## config.mk

```make
export PLATFORM = sky130hd
export DESIGN_NAME = keypad_scanner
export DESIGN_NICKNAME = d
export VERILOG_FILES = /design/src/rtl/keypad_pkg.sv /design/src/rtl/sync_2ff.sv /design/src/rtl/keypad_scanner.sv
export SDC_FILE = /design/constraint.sdc
export NUM_CORES = 1
export LEC_CHECK = 0
export ABC_AREA = 1
export BUFFER_PORTS_ARGS = -buffer_cell sky130_fd_sc_hd__clkbuf_2
export CAP_MARGIN = 0
export CORE_MARGIN = 3
export CORE_UTILIZATION = 49
export CTS_CLUSTER_SIZE = 30
export DETAILED_ROUTE_END_ITERATION = 6
export HOLD_SLACK_MARGIN = 0.15
export PLACE_DENSITY = 0.66
export SETUP_SLACK_MARGIN = 0.15
export SLEW_MARGIN = 10
export SYNTH_ARGS = -nofsm -noshare
export SYNTH_HDL_FRONTEND = slang
export SYNTH_SLANG_ARGS = --single-unit
```

## constraint.sdc

```tcl
create_clock -name clk -period 5.7 [get_ports clk]
set_input_delay 1.425 -clock clk [delete_from_list [all_inputs] [get_ports clk]]
set_output_delay 1.425 -clock clk [all_outputs]
set_load 0.01 [all_outputs]
```

## src/rtl/keypad_pkg.sv

```systemverilog
// Shared keypad types and key codes.
// Used by the scanner and the input-unit digit register.
package keypad_pkg;

    typedef enum logic [2:0] {
        SCAN,
        DEBOUNCE,
        LOAD,
        PRESSED,
        RELEASE
    } state_e;

    localparam logic [3:0] KEY_CLR = 4'hE;
    localparam logic [3:0] KEY_EQ  = 4'hF;

    // Entry index is row*4+col; entry 0 is the rightmost nibble.
    localparam logic [15:0][3:0] KEYMAP = {
        4'hD, KEY_EQ, 4'h0, KEY_CLR,
        4'hC, 4'h9,   4'h8, 4'h7,
        4'hB, 4'h6,   4'h5, 4'h4,
        4'hA, 4'h3,   4'h2, 4'h1
    };

    // True when exactly one column line is pulled low.
    function automatic logic one_cold(input logic [3:0] v);
        return ($countones(~v) == 1);
    endfunction

    // Index of the low column; only meaningful when one_cold(v).
    function automatic logic [1:0] col_of(input logic [3:0] v);
        logic [1:0] c;
        c = 2'd0;
        if (!v[1]) c = 2'd1;
        if (!v[2]) c = 2'd2;
        if (!v[3]) c = 2'd3;
        return c;
    endfunction

endpackage

```

## src/rtl/sync_2ff.sv

```systemverilog
// Two-flop synchronizer for asynchronous level inputs.
// Resets to all-ones (idle level of pulled-up lines).
module sync_2ff #(
    parameter int WIDTH = 4
) (
    input  logic             clk,
    input  logic             reset,
    input  logic [WIDTH-1:0] d_i,
    output logic [WIDTH-1:0] q_o
);

    logic [WIDTH-1:0] meta_q;
    logic [WIDTH-1:0] sync_q;

    // Capture the asynchronous input through two stages.
    always_ff @(posedge clk or negedge reset) begin
        if (!reset) begin
            meta_q <= '1;
            sync_q <= '1;
        end else begin
            meta_q <= d_i;
            sync_q <= meta_q;
        end
    end

    assign q_o = sync_q;

endmodule

```

## src/rtl/keypad_scanner.sv

```systemverilog
// 4x4 matrix keypad scanner with press/release debounce.
// key_code settles one cycle before key_trig rises.
module keypad_scanner #(
    parameter int SCAN_DIV        = 1000,
    parameter int DEBOUNCE_CYCLES = 50000
) (
    input  logic       clk,
    input  logic       reset,
    input  logic [3:0] cols_n,
    output logic [3:0] rows_n,
    output logic [3:0] key_code,
    output logic       key_trig
);

    import keypad_pkg::*;

    localparam int SW = (SCAN_DIV > 1) ? $clog2(SCAN_DIV) : 1;
    localparam int DW = (DEBOUNCE_CYCLES > 1) ? $clog2(DEBOUNCE_CYCLES) : 1;
    localparam logic [SW-1:0] SCAN_LAST = SW'(SCAN_DIV - 1);
    localparam logic [DW-1:0] DEB_LAST  = DW'(DEBOUNCE_CYCLES - 1);

    state_e        state_q, state_d;
    logic [1:0]    row_q, row_d;
    logic [1:0]    col_q, col_d;
    logic [SW-1:0] scan_q, scan_d;
    logic [DW-1:0] deb_q, deb_d;
    logic [3:0]    code_q, code_d;
    logic          trig_q, trig_d;
    logic [3:0]    cols_s;
    logic [3:0]    pat;
    logic          col_hi;

    sync_2ff #(.WIDTH(4)) u_sync (
        .clk   (clk),
        .reset (reset),
        .d_i   (cols_n),
        .q_o   (cols_s)
    );

    assign pat    = ~(4'b0001 << col_q);
    assign col_hi = cols_s[col_q];

    // State and datapath registers.
    always_ff @(posedge clk or negedge reset) begin
        if (!reset) begin
            state_q <= SCAN;
            row_q   <= 2'd0;
            col_q   <= 2'd0;
            scan_q  <= '0;
            deb_q   <= '0;
            code_q  <= 4'h0;
            trig_q  <= 1'b0;
        end else begin
            state_q <= state_d;
            row_q   <= row_d;
            col_q   <= col_d;
            scan_q  <= scan_d;
            deb_q   <= deb_d;
            code_q  <= code_d;
            trig_q  <= trig_d;
        end
    end

    // Scan, debounce and release sequencing.
    always_comb begin
        state_d = state_q;
        row_d   = row_q;
        col_d   = col_q;
        scan_d  = scan_q;
        deb_d   = deb_q;
        code_d  = code_q;
        trig_d  = trig_q;
        unique case (state_q)
            SCAN: begin
                if (scan_q == SCAN_LAST) begin
                    scan_d = '0;
                    if (one_cold(cols_s)) begin
                        col_d   = col_of(cols_s);
                        deb_d   = '0;
                        state_d = DEBOUNCE;
                    end else begin
                        row_d = row_q + 2'd1;
                    end
                end else begin
                    scan_d = scan_q + 1'b1;
                end
            end
            DEBOUNCE: begin
                if (cols_s != pat) begin
                    scan_d  = '0;
                    state_d = SCAN;
                end else if (deb_q == DEB_LAST) begin
                    state_d = LOAD;
                end else begin
                    deb_d = deb_q + 1'b1;
                end
            end
            LOAD: begin
                code_d  = KEYMAP[{row_q, col_q}];
                state_d = PRESSED;
            end
            PRESSED: begin
                trig_d = 1'b1;
                if (col_hi) begin
                    deb_d   = '0;
                    state_d = RELEASE;
                end
            end
            RELEASE: begin
                if (!col_hi) begin
                    deb_d   = '0;
                    state_d = PRESSED;
                end else if (deb_q == DEB_LAST) begin
                    trig_d  = 1'b0;
                    row_d   = row_q + 2'd1;
                    scan_d  = '0;
                    state_d = SCAN;
                end else begin
                    deb_d = deb_q + 1'b1;
                end
            end
            default: state_d = SCAN;
        endcase
    end

    assign rows_n   = ~(4'b0001 << row_q);
    assign key_code = code_q;
    assign key_trig = trig_q;

endmodule

```

Yosys cells after proc, flatten, opt, wreduce, memory -nomap -nowiden
Memory sizes are Yosys's and may differ from the RTL's. A register that Yosys moved wholly into a read port is not among the register bits.
Index checks and enable logic that the tools add are counted.
{ "op_classes": {"n_addsub": 6, "magnitude_cmp": 1, "eq_ne": 18, "shifts": 2, "mux": 33, "bitwise_logic": 3, "n_reduce_logical": 12} }
{ "ops": {"columns": ["operator", "count"], "rows": [
  ["$mux W16", 6],
  ["$pmux W16 S4", 1],
  ["$mux W10", 4],
  ["$pmux W10 S3", 1],
  ["$mux W3", 7],
  ["$add A16 B1 Y16 const B", 1],
  ["$eq A16 B16 Y1 const B", 1],
  ["$ne A2 B2 Y1 const B", 8],
  ["$pmux W3 S5", 1],
  ["$reduce_and A5 Y1", 3],
  ["$mux W2", 6],
  ["$not A4 Y4", 3],
  ["$add A10 B1 Y10 const B", 1],
  ["$eq A10 B10 Y1 const B", 1],
  ["$shl A1 B2 Y4 const A", 2],
  ["$eq A3 B1 Y1 const B", 2],
  ["$eq A3 B2 Y1 const B", 2],
  ["$ne A3 B3 Y1 const B", 2],
  ["$reduce_and A3 Y1", 2],
  ["$add A1 B1 Y2", 2],
  ["$mux W1", 4],
  ["$ne A4 B4 Y1", 1],
  ["$pmux W2 S2", 1],
  ["$reduce_and A4 Y1", 1],
  ["other kinds (11)", 12]
]} }
{ "word_totals": {"regBits": 42, "romBits": 64, "input_bits": 6, "word_cells": 84, "n_memories": 1} }
{ "memory_table": {"columns": ["memory", "words", "width", "rd", "rd_clocked_by_memory_dff", "wr", "line_no", "source"], "rows": [
  ["(no name shown)", 16, 4, 1, 1, 0, "keypad_scanner.sv:99", "code_d = KEYMAP[{row_q, col_q}];"]
]} }

Logic depth before layout (Yosys ltp)
{ "logic_depth": {"ltp_word": 7, "ltp_mapped": 14, "ltp_nobuf": 13} }

Modules after synthesis
Synthesis repeated with hierarchy kept, for this count alone.
{ "unflattened": {"hier_cells": 492, "area_unflattened_um2": 3374.5} }
{ "modules_own_cells": {"columns": ["mod", "n_inst", "cells_per_inst", "area_per_inst_um2", "seq_area_each_um2"], "rows": [
  ["keypad_scanner", 1, 484, 3164.3, 950.9],
  ["sync_2ff", 1, 8, 210.2, 210.2]
]} }

Worst setup path before layout
OpenSTA, ideal clock, no wires.
{ "synth_path": {"kind": "flip-flop to output port", "start": "register row_q[0]", "end": "output rows_n[0]", "arrival_time_ps": 990, "required_ps": 4275, "path_slack_ps": 3285, "stages_incl_launch_ff": 5, "path_buffers": 1, "path_cell_list": "dfrtp_1 clkbuf_1 inv_1 ha_1 inv_1"} }
{ "synth_between": {"elab_chain_cells": 2} }
{ "synth_rtl": {"columns": ["item", "line_no", "source"], "rows": [
  ["start, declared", "keypad_scanner.sv:23", "logic [1:0] row_q, row_d;"],
  ["start signal, assigned", "keypad_scanner.sv:55", "row_q <= row_d;"],
  ["$shl A1 B2 Y4", "keypad_scanner.sv:126", "assign rows_n = ~(4'b0001 << row_q);"],
  ["$not A4 Y4", "keypad_scanner.sv:126", null],
  ["end, declared", "keypad_scanner.sv:10", "output logic [3:0] rows_n,"]
]} }
No other way between the ends.

Final worst setup path
Same ends and word-level chain as after synthesis.

==> flow_metrics.py <==
metrics = {
    "detailed_routing": {
        "drt_iter0_drc": 171,
        "viasPerCell": 5.157,
        "wl_mm": 7.037,
        "drtPass1Iterations": 4,
        "antenna_left": 0,
        "drt-wirelength-per-cell_um": 12.39,
        "drc": 0,
        "routed-via-count": 2929,
    },
    "yosys": {
        "syn-num-nets": 497,
        "synth_seq_cells": 46,
        "synth_area_per_cell_um2": 6.826,
        "syn_area_mm2": 0.003249,
        "yosys_warnings": 0,
        "ys_seq_area_share_pct": 35.73,
        "synth_cells": 476,
        "synth_cell_types": 34,
    },
    "floorplan": {
        "coreArea_mm2": 0.006386,
        "die_h_um": 87.44,
        "die_area_mm2": 0.007645,
        "start_util_pct": 50.88,
        "rows": 29,
        "die_x_um": 87.44,
        "io_pins": 15,
    },
    "critical_path": {
        "start_kind": "flip-flop",
        "cp_slowest_stage_delay_ns": 0.57,
        "r2r_start": "u_sync.q_o[1]",
        "critPathKind": "flip-flop to output port",
        "crit_top_cell": "inv_1",
        "cp-end-kind": "output port",
        "worstPathRequired_ns": 4.28,
        "worstPathCellList": "inv_1 > ha_1 > inv_1 > clkbuf_2",
        "r2r_slack_ns": 3.00,
        "r2r_end": "deb_q[7]",
        "worstPathMaxFanout": 11,
        "cp_slowest_cell": "dfrtp_1",
        "reg2reg_depth": 9,
        "cp_data_arrival_time_ns": 1.42,
    },
    "timing": {
        "slew_headroom_pct": 45.95,
        "clock_skew_ns": 0.007208,
        "setup_slack_ns": 2.854,
        "min_period_ns": 2.846,
        "rsz0062_at_grt": "false",
        "tns_ns": 0,
        "fmax_ghz": 0.3514,
        "worst-slew-pin-transition_ns": 0.8099,
        "hold_viol": 0,
        "setup_viol": 0,
        "period_share_pct": 49.93,
        "final-max-slew-violation-count": 0,
    },
    "place": {
        "post-place-ws_ns": 2.988,
        "io_buffers": 14,
        "gp_congestion": 0.8577,
        "post-dp-hpwl_mm": 4.954,
    },
    "global_route": {
        "grt_pass1_wl_mm": 12.34,
        "grt.total_usage_pct": 19.94,
        "grt_max_degree": 47,
        "grt_pass1_vias": 2752,
        "antenna_found_initial": 0,
        "grt_overflow": 0,
    },
    "clocking": {
        "post_cts_buffers": 0,
        "cts_tree": "done",
        "cts.sinks": 46,
        "cts_resized": 0,
        "cts-root-buf": "clkbuf_8",
        "cts_max_level": 2,
        "clockBufferDepth": 2,
        "clock_latency_ns": 0.30,
        "hold_buffers": 0,
        "cts_buffers": 5,
        "clkTransAtPathRegs_ns": 0.09,
    },
    "min_path": {
        "min_to": "u_sync.q_o[3]",
        "hold_path.class": "flip-flop to flip-flop",
        "whs_path_depth": 0,
        "hold_start": "u_sync.meta_q[3]",
    },
    "power_and_ir_drop": {
        "peakVddDrop_mv": 0.1271,
        "power_density_mw_per_mm2": 160.9,
        "power_w": 0.0005569,
        "p_leak_nw": 1.819,
    },
    "cells_and_area": {
        "synthToLayoutAreaGrowth_pct": 6.508,
        "drive_above_1_share_pct": 10.39,
        "nNetsFinal": 511,
        "insertedDiodeCount": 0,
        "fillers": 614,
    },
    "outcome": {
        "status": "finished, final reports clean",
    },
    "run": {
        "max_cap_violations": 0,
    },
}
-- cells in the final DEF (no fill, tap or decap), types with 3 or more instances in the layout --
| cell type | instances |
|---|---|
| nand4_1 | 20 |
| nand2_2 | 3 |
| clkbuf_8 | 5 |
| ha_1 | 14 |
| dfrtp_1 | 38 |
| inv_2 | 3 |
| nor3_1 | 6 |
| xor2_1 | 6 |
| nand3_1 | 47 |
| nand2_1 | 173 |
| o21bai_1 | 5 |
| nor2_2 | 3 |
| inv_1 | 56 |
| a21oi_1 | 5 |
| nor2_1 | 40 |
| dfstp_2 | 8 |
| o21ai_0 | 21 |
| o21ai_2 | 3 |
| clkbuf_2 | 14 |
-- cells by family after synthesis --
group | Yosys count | synth area share [%]
AO/OA/AOI/OAI | 37 | 7.008
XOR/XNOR | 8 | 2.156
adder cells (fa/ha/maj) | 15 | 6.007
flip-flops | 46 | 35.73
buffers and inverters | 69 | 8.702
AND/OR/NAND/NOR | 301 | 40.39
-- state kept, by name, indices dropped and copies added, names as in the netlist --
signal         cells
state_q            3
row_q              2
key_code           4
u_sync.q_o         4
col_q              2
key_trig           1
deb_q             16
scan_q            10
u_sync.meta_q      4
-- synthesized netlist by cell type --
master / n / area [µm²]
nand2_1: 173 / 649.4
inv_1: 56 / 210.2
nand3_1: 47 / 235.2
nor2_1: 40 / 150.1
dfrtp_1: 38 / 950.9
o21ai_0: 21 / 105.1
nand4_1: 20 / 125.1
ha_1: 14 / 175.2
dfstp_2: 8 / 210.2
nor3_1: 6 / 30.03
xor2_1: 6 / 52.55
a21oi_1: 5 / 25.02
o21bai_1: 5 / 37.54
buf_2: 3 / 15.01
clkbuf_1: 3 / 11.26
inv_2: 3 / 11.26
nand2_2: 3 / 18.77
nor2_2: 3 / 18.77
o21ai_2: 3 / 26.28
buf_6: 2 / 22.52
nand4_2: 2 / 25.02
nor2_4: 2 / 22.52
xnor2_1: 2 / 17.52
and3_1: 1 / 6.260
buf_4: 1 / 7.510
clkinv_2: 1 / 5.000
fa_1: 1 / 20.02
nand3_2: 1 / 10.01
nand3b_1: 1 / 7.510
nor3b_1: 1 / 7.510
o211ai_1: 1 / 7.510
o21ai_4: 1 / 16.27
o32a_1: 1 / 10.01
or2_2: 1 / 6.260
-- final cells by class --
class                   count  area, µm²  share of cell area [%]
inverters                  60      226.5                   6.544
repair buffers             16      85.08                   2.458
flip-flops and latches     46       1161                   33.55
multi-input cells         361       1805                   52.17
clock inverters             2      13.76                  0.3977
well taps                  77      96.34                   2.784
clock buffers               6      72.57                   2.097
-- worst max-delay path by stage --
stage | start | to | depth (start not counted)
after CTS | row_q[0] | rows_n[0] | 4
after global placement | u_sync.q_o[1] | deb_q[6] | 9
after global routing | row_q[0] | rows_n[0] | 4
after detailed placement | u_sync.q_o[1] | deb_q[7] | 9
final | row_q[0] | rows_n[0] | 4
after floorplan | row_q[0] | rows_n[0] | 4
-- power breakdown --
| part | internal [W] | leakage (nW) | switching [W] |
|---|---|---|---|
| logic | 0.00000623 | 1.17 | 0.0000162 |
| clock network | 0.0000868 | 0.0452 | 0.000115 |
| registers | 0.000331 | 0.601 | 0.00000183 |
| total | 0.000424 | 1.82 | 0.000133 |
-- metrics by stage --
stage | hold slack, ns | std cells | utilization [%] | instance area, µm²
global placement | 0.3470 | 560 | 52.84 | 3374
detailed placement | 0.3479 | 560 | 52.84 | 3374
floorplan | 0.3452 | 476 | - | 3249
finish | 0.3598 | 568 | 54.19 | 3461
global route | 0.3687 | 568 | 54.19 | 3461
CTS | 0.3616 | 568 | 54.19 | 3461
-- worst max-delay path: cells and delay by family, from the launching register on --
kind / cells / cell delay (ns)
adder cells (fa/ha/maj): 1 / 0.23
buffers and inverters: 3 / 0.34
flip-flops: 1 / 0.57
-- layer usage --
| layer | vias to the layer above | GRT usage, % | share of wire [%] |
|---|---|---|---|
| li1 | 1545 | - | - |
| met1 | 1303 | 26.46 | 48 |
| met4 | 0 | 6.276 | 1.6 |
| met2 | 68 | 32.95 | 45 |
| met3 | 13 | 3.500 | 5.1 |
| met5 | - | 0 | 0 |
Note: power is estimated with default switching activity, not from simulation.
